===== config.mk =====
export PLATFORM = sky130hd
export DESIGN_NAME = second_down_flat
export DESIGN_NICKNAME = d
export VERILOG_FILES = /design/src/rtl/second_down_pkg.sv /design/src/rtl/second_down_if.sv /design/src/rtl/second_down_counter_down.sv /design/src/rtl/second_down.sv /design/src/flat_wrapper.sv
export SDC_FILE = /design/constraint.sdc
export NUM_CORES = 1
export LEC_CHECK = 0
export ABC_AREA = 1
export BUFFER_PORTS_ARGS = -buffer_cell sky130_fd_sc_hd__buf_4
export CAP_MARGIN = 20
export CORE_AREA = 2 2 53 55
export DETAILED_ROUTE_END_ITERATION = 10
export DIE_AREA = 0 0 55 57
export GPL_ROUTABILITY_DRIVEN = 0
export HOLD_SLACK_MARGIN = 0.12
export PLACE_DENSITY = 0.81
export SLEW_MARGIN = 20
export SYNTH_ARGS = -nofsm -noshare
export SYNTH_HDL_FRONTEND = slang
export SYNTH_HIERARCHICAL = 1
export SYNTH_SLANG_ARGS = --single-unit

===== constraint.sdc =====
create_clock -name clock -period 8.8 [get_ports clock]
set_input_delay 1.32 -clock clock [delete_from_list [all_inputs] [get_ports clock]]
set_output_delay 1.32 -clock clock [all_outputs]
set_load 0.02 [all_outputs]

===== src/rtl/second_down_pkg.sv =====
// Shared types and constants for the seconds down-counter stage.
package second_down_pkg;

  localparam int MODULO_DEF = 60;
  localparam int BITS_DEF   = 6;

  typedef enum logic [1:0] {
    ST_SET  = 2'd0,
    ST_HOLD = 2'd1,
    ST_RUN  = 2'd2
  } state_e;

  // Active-low segments, bit 0 = a ... bit 6 = g.
  localparam logic [6:0] SEG_0     = 7'b1000000;
  localparam logic [6:0] SEG_1     = 7'b1111001;
  localparam logic [6:0] SEG_2     = 7'b0100100;
  localparam logic [6:0] SEG_3     = 7'b0110000;
  localparam logic [6:0] SEG_4     = 7'b0011001;
  localparam logic [6:0] SEG_5     = 7'b0010010;
  localparam logic [6:0] SEG_6     = 7'b0000010;
  localparam logic [6:0] SEG_7     = 7'b1111000;
  localparam logic [6:0] SEG_8     = 7'b0000000;
  localparam logic [6:0] SEG_9     = 7'b0010000;
  localparam logic [6:0] SEG_BLANK = 7'b1111111;

  // Digits above 9 cannot occur for legal moduli; show blank if they do.
  function automatic logic [6:0] seg_enc(input logic [3:0] d);
    case (d)
      4'd0:    return SEG_0;
      4'd1:    return SEG_1;
      4'd2:    return SEG_2;
      4'd3:    return SEG_3;
      4'd4:    return SEG_4;
      4'd5:    return SEG_5;
      4'd6:    return SEG_6;
      4'd7:    return SEG_7;
      4'd8:    return SEG_8;
      4'd9:    return SEG_9;
      default: return SEG_BLANK;
    endcase
  endfunction

endpackage


===== src/rtl/second_down_if.sv =====
// Control/status bundle of the seconds stage.
interface second_down_if;
  logic        tick;
  logic        set;
  logic        up;
  logic        run;
  logic        borrow_in;
  logic        sec_borrow;
  logic        sec_zero;
  logic [13:0] sec_7seg;

  modport master (
    output tick, set, up, run, borrow_in,
    input  sec_borrow, sec_zero, sec_7seg
  );

  modport slave (
    input  tick, set, up, run, borrow_in,
    output sec_borrow, sec_zero, sec_7seg
  );
endinterface


===== src/rtl/second_down_counter_down.sv =====
// Modulo-MODULO counter: decrement wraps 0 -> MODULO-1 with a registered
// borrow pulse, increment wraps MODULO-1 -> 0 silently. dec_en wins if both.
module counter_down #(
  parameter int MODULO = 60,
  parameter int BITS   = 6
) (
  input  logic            clk,
  input  logic            rst_n,
  input  logic            dec_en,
  input  logic            inc_en,
  output logic [BITS-1:0] count,
  output logic            borrow
);
  localparam logic [BITS-1:0] MAX = BITS'(MODULO - 1);

  // Count register and one-cycle borrow flag raised on the wrapping edge.
  always_ff @(posedge clk or negedge rst_n) begin
    if (!rst_n) begin
      count  <= '0;
      borrow <= 1'b0;
    end else begin
      borrow <= 1'b0;
      if (dec_en) begin
        if (count == '0) begin
          count  <= MAX;
          borrow <= 1'b1;
        end else begin
          count <= count - BITS'(1);
        end
      end else if (inc_en) begin
        count <= (count == MAX) ? '0 : count + BITS'(1);
      end
    end
  end
endmodule


===== src/rtl/second_down.sv =====
// Seconds stage of a down-counting timer: button conditioning, mode FSM,
// modulo counter and two-digit 7-segment encoding.
module second_down
  import second_down_pkg::*;
#(
  parameter int MODULO = MODULO_DEF,
  parameter int BITS   = BITS_DEF
) (
  input  logic         clock,
  input  logic         reset,
  second_down_if.slave io
);
  logic            up_s1, up_s2, up_q, up_pulse;
  state_e          state_q, state_d;
  logic            dec_en, inc_en;
  logic [BITS-1:0] count;
  logic            unused_borrow_in;

  // Higher stage's zero request is reserved; nothing here acts on it yet.
  assign unused_borrow_in = io.borrow_in;

  // Two-flop synchronizer plus history flop for the active-low button.
  always_ff @(posedge clock or negedge reset) begin
    if (!reset) begin
      up_s1 <= 1'b1;
      up_s2 <= 1'b1;
      up_q  <= 1'b1;
    end else begin
      up_s1 <= io.up;
      up_s2 <= up_s1;
      up_q  <= up_s2;
    end
  end

  assign up_pulse = up_q & ~up_s2;

  // Mode state register.
  always_ff @(posedge clock or negedge reset) begin
    if (!reset) state_q <= ST_HOLD;
    else        state_q <= state_d;
  end

  // Next mode and per-mode counter enables; only one enable per state.
  always_comb begin
    state_d = state_q;
    dec_en  = 1'b0;
    inc_en  = 1'b0;
    if (io.set) begin
      state_d = ST_SET;
    end else begin
      case (state_q)
        ST_SET:  state_d = io.run ? ST_RUN : ST_HOLD;
        ST_HOLD: state_d = io.run ? ST_RUN : ST_HOLD;
        ST_RUN:  state_d = io.run ? ST_RUN : ST_HOLD;
        default: state_d = ST_HOLD;
      endcase
    end
    case (state_q)
      ST_SET:  inc_en = up_pulse;
      ST_RUN:  dec_en = io.tick;
      default: ;
    endcase
  end

  counter_down #(.MODULO(MODULO), .BITS(BITS)) u_cnt (
    .clk    (clock),
    .rst_n  (reset),
    .dec_en (dec_en),
    .inc_en (inc_en),
    .count  (count),
    .borrow (io.sec_borrow)
  );

  // Display path is purely combinational from the count register.
  always_comb begin
    int tens_i;
    int ones_i;
    tens_i      = int'(count) / 10;
    ones_i      = int'(count) % 10;
    io.sec_7seg = {seg_enc(4'(tens_i)), seg_enc(4'(ones_i))};
  end

  assign io.sec_zero = (count == '0);
endmodule


===== src/flat_wrapper.sv =====
// flat-port wrapper written by rule: the top's interface ports become plain ports
module second_down_flat import second_down_pkg::*;
#(
  parameter int MODULO = MODULO_DEF,
  parameter int BITS   = BITS_DEF
)
  (clock, reset, io_tick, io_set, io_up, io_run, io_borrow_in, io_sec_borrow, io_sec_zero, io_sec_7seg);
  second_down_if io_i ();
  input  logic clock;
  input  logic reset;
  input wire logic [$bits(io_i.tick)-1:0] io_tick;
  input wire logic [$bits(io_i.set)-1:0] io_set;
  input wire logic [$bits(io_i.up)-1:0] io_up;
  input wire logic [$bits(io_i.run)-1:0] io_run;
  input wire logic [$bits(io_i.borrow_in)-1:0] io_borrow_in;
  output wire logic [$bits(io_i.sec_borrow)-1:0] io_sec_borrow;
  output wire logic [$bits(io_i.sec_zero)-1:0] io_sec_zero;
  output wire logic [$bits(io_i.sec_7seg)-1:0] io_sec_7seg;
  assign io_i.tick = io_tick;
  assign io_i.set = io_set;
  assign io_i.up = io_up;
  assign io_i.run = io_run;
  assign io_i.borrow_in = io_borrow_in;
  assign io_sec_borrow = io_i.sec_borrow;
  assign io_sec_zero = io_i.sec_zero;
  assign io_sec_7seg = io_i.sec_7seg;
  second_down #(.MODULO(MODULO), .BITS(BITS)) u_core (.clock(clock), .reset(reset), .io(io_i));
endmodule

==> results.yml, run 1 <==
status:
  outcome: "finished, final reports clean"
timing:
  fmax_mhz: 224
  whs_ns: 0.366
  tightest_slew_ns: 0.524
  max_slew_margin_pct: 64.7
  setup_ws_ns: 4.34
  setup-tns-final_ns: 0
  period_share_pct: 50.6
  slew_viol_final: 0
  rsz0062_at_grt: "no"
  setup_viol: 0
  fin_crit_ns: 4.46
  fin_skew_ns: 0.00304
  hold_violations: 0
die:
  start_util_pct: 57.0
  io_pins: 23
  die_y_microns: 57
  num_rows: 19
  dieArea_sq_mm: 0.00314
  core_area_sq_mm: 0.00262
  dieWidth_microns: 55
global_routing:
  grt_overflow: 0
  grt_start_max_net_pins: 15
  antenna_found_initial: 0
  grt_usage_pct: 20.2
  grt_pass1_wl_microns: 4720
  grt_pass1_vias: 1195
cts:
  numClockSinks: 12
  ctsResizeCount: 0
  cts_tree: "done"
  holdBufCountCts: 0
  post-cts-setup-buffer-count: 0
  insertion_delay_ns: 0.28
  path_clk_slew_ns: 0.08
  clock_path_buffers: 2
  numCtsBuffers: 3
  htree_levels: 1
  clockRootBuffer: "clkbuf_4"
routing:
  avgViaCountPerCell: 5.12
  vias: 1399
  wl_microns: 2810
  drc: 0
  met1_length_microns: 1290
  wl_met2_microns: 1320
  top_layer: "met4"
  wl_met3_microns: 115
  routedWlPerCell_microns: 10.3
  dr.pass1.iters: 4
  drtIter0Drc: 35
  ant_nets: 0
logic_synthesis:
  synth_adder_area_share_pct: 14.3
  synth_compound_area_share_pct: 4.11
  synth-simple-area-share_pct: 46.4
  yosysTopAreaCellShare_pct: 15.6
  yosysSeqAreaShare_pct: 20.5
  synthTopCellsByArea: "nand2_1 (16%), ha_1 (14%), dfrtp_1 (13%)"
  synth_area_sq_mm: 0.00149
  synth.area.mux_share_pct: 0
  yosysUniqueCellTypes: 30
  synth_top_family_by_area: "simple AND/OR/NAND/NOR gates"
  synth_top_cell_by_area: "nand2_1"
  syn_nets: 243
  yosys_warnings: 6
  synthCells: 219
  synth-xor-area-share_pct: 4.61
  synth_seq_cells: 12
  syn_area_per_cell_sq_um: 6.81
finish:
  mostFrequentLayoutCells: "nand2_1 (62), nand3_1 (31), inv_1 (25)"
  final_common_cell: "nand2_1"
  layout.nets: 267
  diodes: 0
  drive_gt1_share_pct: 25.2
  syn_to_final_growth_pct: 14.1
worst_setup_path:
  start_kind: "flip-flop"
  critPathRequiredTime_ns: 7.48
  endpoint_kind: "primary output"
  worstSetupPathType: "flip-flop to primary output"
  cp.arrival_ns: 3.14
  r2r_slack_ns: 7.21
  crit_fanout: 12
placement:
  io_buffers: 21
  place_ws_ns: 4.65
  hpwl_microns: 2190
min_path:
  hold_class: "flip-flop to flip-flop"
flow_run:
  drv_cap: 0
## logic make-up after synthesis
| kind of cell | Yosys count |
|---|---|
| compound gates | 11 |
| xor+xnor | 7 |
| flops | 12 |
| fa+ha+maj | 17 |
| simple gates | 137 |
| buf+inv | 35 |
## per-stage QoR
step / utilization (%) / instances / area, sq um
after floorplan: - / 219 / 1490
after global placement: 63.7 / 269 / 1670
after detailed placement: 63.7 / 269 / 1670
after CTS: 65.1 / 273 / 1700
after global routing: 65.1 / 273 / 1700
final: 65.1 / 273 / 1700
## metal layers
layer	track usage, %	up-vias
li1	-	736
met1	26.3	622
met2	31.8	32
met3	3.14	9
met4	10.1	0
met5	0	-
## sequential cells by signal (all words and copies together) (netlist names)
| register | flops |
|---|---|
| u_core/state_q | 2 |
| u_core/u_cnt/borrow | 1 |
| u_core/u_cnt/count | 6 |
| u_core/up_q | 1 |
| u_core/up_s1 | 1 |
| u_core/up_s2 | 1 |
## cells in the mapped netlist
cell type  number
nand2_2         8
nand4_1         3
dfstp_2         4
nand2_4         3
inv_1          25
inv_2           7
and2_4          1
nor2_8          1
o21ai_0         6
xor2_2          1
nand3_1        31
a21oi_1         2
nand4_4         1
ha_1           17
xor2_1          6
nand2_1        62
a21oi_2         1
nor2_4          1
nor3_1          1
nand3_2         2
dfrtp_1         8
buf_6           2
nor2_2          4
nand3_4         1
and2_1          1
o211ai_1        1
nor2_1         16
nor4_1          1
o21ai_1         1
inv_6           1
## worst max-delay path: stages (launching register included)
cell     delay (ns)
dfrtp_1        0.64
inv_2          0.11
ha_1           0.22
inv_1          0.05
ha_1           0.21
nor2_1         0.13
nand3_2        0.08
nand2_2        0.11
nand2_2        0.10
nor2_8         0.21
xor2_1         0.28
ha_1           0.28
inv_1          0.05
nand3_1        0.08
nand3_1        0.09
nand2_1        0.05
buf_4          0.15
## area by class of cell
class / count / area [sq um]
repair buffers: 21 / 158
inverters: 33 / 129
flip-flops and latches: 12 / 305
fillers: 240 / 913
multi-input cells: 172 / 1030
clock buffers: 4 / 36.3
well taps: 31 / 38.8
## final timing paths
check / from / to / cells past startpoint
max in group asynchronous: reset / u_core/state_q[0] / 1
hold / removal: u_core/up_s1 / u_core/up_s2 / 0
setup reg to reg: u_core/u_cnt/count[1] / u_core/u_cnt/count[4] / 5
min in group asynchronous: reset / u_core/u_cnt/count[0] / 1
hold reg to reg: u_core/up_s1 / u_core/up_s2 / 0
setup / recovery: u_core/u_cnt/count[3] / io_sec_7seg[3] / 16
Power of run 1 is left out: the tool's default activity adds up to more than one toggle a clock period on the data nets, which glitch-free logic cannot reach.
==> inputs of run 2 (changes only) <==
CORE_AREA = 2 2 55 57   (was 2 2 53 55)
DIE_AREA = 0 0 57 59   (was 0 0 55 57)
PLACE_DENSITY = 0.76   (was 0.81)
clock period = 4.3 ns   (was 8.8 ns; I/O delays follow)
==> results.yml, run 2 (synthesis gave the netlist of run 1 again) <==
finish:
  fillers: 269
  top_regs: "u_core/u_cnt/count x6, u_core/state_q x2"
  final_common_cell: "nand2_1"
  layout.nets: 268
  diodes: 0
  mostFrequentLayoutCells: "nand2_1 (62), nand3_1 (31), inv_1 (25)"
  largest_register_ffs: 6
  drive_gt1_share_pct: 25.2
  syn_to_final_growth_pct: 13.7
  regMostFlops: "u_core/u_cnt/count"
worst_setup_path:
  crit_fanout: 10
  critPathSlowestCell: "dfrtp_1"
  cp.arrival_ns: 3.02
  worstSetupPathType: "flip-flop to primary output"
  cp.depth: 16
  ff2ff_path_depth: 5
  crit_chain: "inv_2, ha_1, inv_1, ha_1, nor2_1, nand3_2, nand2_2, nand2_2, nor2_8, xor2_1, ha_1, inv_1, nand3_1, nand3_1, nand2_1, buf_4"
  start_kind: "flip-flop"
  endpoint_kind: "primary output"
  cp_top_family: "simple AND/OR/NAND/NOR gates"
  critPathRequiredTime_ns: 3.65
  slowest_delay_ns: 0.54
  cp_common_cell: "ha_1"
  path_buf_inv: 4
routing:
  ant_nets: 0
  routedWlPerCell_microns: 10.3
  drc: 0
  dr.pass1.iters: 4
  wl_microns: 2810
  drtIter0Drc: 58
  vias: 1384
  avgViaCountPerCell: 5.07
die:
  start_util_pct: 55.0
  dieWidth_microns: 57
  io_pins: 23
  die_y_microns: 59
  core_area_sq_mm: 0.00271
  dieArea_sq_mm: 0.00336
  num_rows: 19
cts:
  holdBufCountCts: 0
  path_clk_slew_ns: 0.07
  cts_tree: "done"
  numClockSinks: 12
  insertion_delay_ns: 0.27
  clockRootBuffer: "clkbuf_4"
  numCtsBuffers: 3
  htree_levels: 1
  post-cts-setup-buffer-count: 0
  ctsResizeCount: 0
  clock_path_buffers: 2
timing:
  period_share_pct: 85.2
  rsz0062_at_grt: "no"
  hold_violations: 0
  slew_viol_final: 0
  fin_skew_ns: 0.00163
  tightest_slew_ns: 0.535
  max_slew_margin_pct: 64.2
  setup_viol: 0
  fin_crit_ns: 3.66
  fmax_mhz: 273
  setup-tns-final_ns: 0
min_path:
  hold_class: "input pin to asynchronous set/reset pin"
global_routing:
  antenna_found_initial: 0
  grt_pass1_vias: 1176
  grt_start_max_net_pins: 15
  grt_pass1_wl_microns: 5010
  grt_overflow: 0
  grt_usage_pct: 18.7
placement:
  io_buffers: 21
  hpwl_microns: 2260
flow_run:
  drv_cap: 0
status:
  outcome: "finished, final reports clean"
-- run 2: changes by cell type in the layout (fill, tap and decap cells not counted), sizes merged --
cell and change:
buf +1, clkbuf -1
-- run 2: final cells by class --
cell class,instances,area [sq um],share of cell area (%)
multi-input combinational,172,1030,61.0
sequential,12,305,18.0
inverter,33,129,7.60
clock buffer,3,22.5,1.33
tap,31,38.8,2.29
timing repair buffer,22,165,9.74
-- run 2: final timing paths --
kind / from / endpoint / slack [ns]
worst min-delay path: reset / u_core/state_q[1] / 0.20
worst max-delay path: u_core/u_cnt/count[4] / io_sec_7seg[3] / 0.64
min in group clock: u_core/up_s1 / u_core/up_s2 / 0.36
worst min register to register: u_core/up_s1 / u_core/up_s2 / 0.36
worst max register to register: u_core/u_cnt/count[1] / u_core/u_cnt/count[4] / 2.78
max in group asynchronous: reset / u_core/up_s2 / 3.87
-- run 2: routing by layer --
metal  GRT usage (%)  wire length, microns
met1            25.3                  1340
met2            30.7                  1330
met3            3.93                   122
met4            4.65                    19
met5               0                     0
-- run 2: stage by stage --
stage	area [sq um]	utilization (%)	hold WS [ns]	std cells	worst slack (ns)
3_5_place_dp	1670	61.7	0.350	270	0.913
5_1_grt	1700	62.6	0.187	273	0.353
3_3_place_gp	1670	61.7	0.346	270	0.960
6_report	1700	62.6	0.200	273	0.636
4_1_cts	1700	62.6	0.192	273	0.598
2_1_floorplan	1490	-	0.345	219	1.18
-- run 2: worst reg2reg max path: stages, from the launching register on --
cell,delay [ns]
dfrtp_1,0.62
ha_1,0.35
nand4_4,0.14
and2_4,0.17
nand3_1,0.06
nand3_1,0.07
Power of run 2 is left out for the same reason.
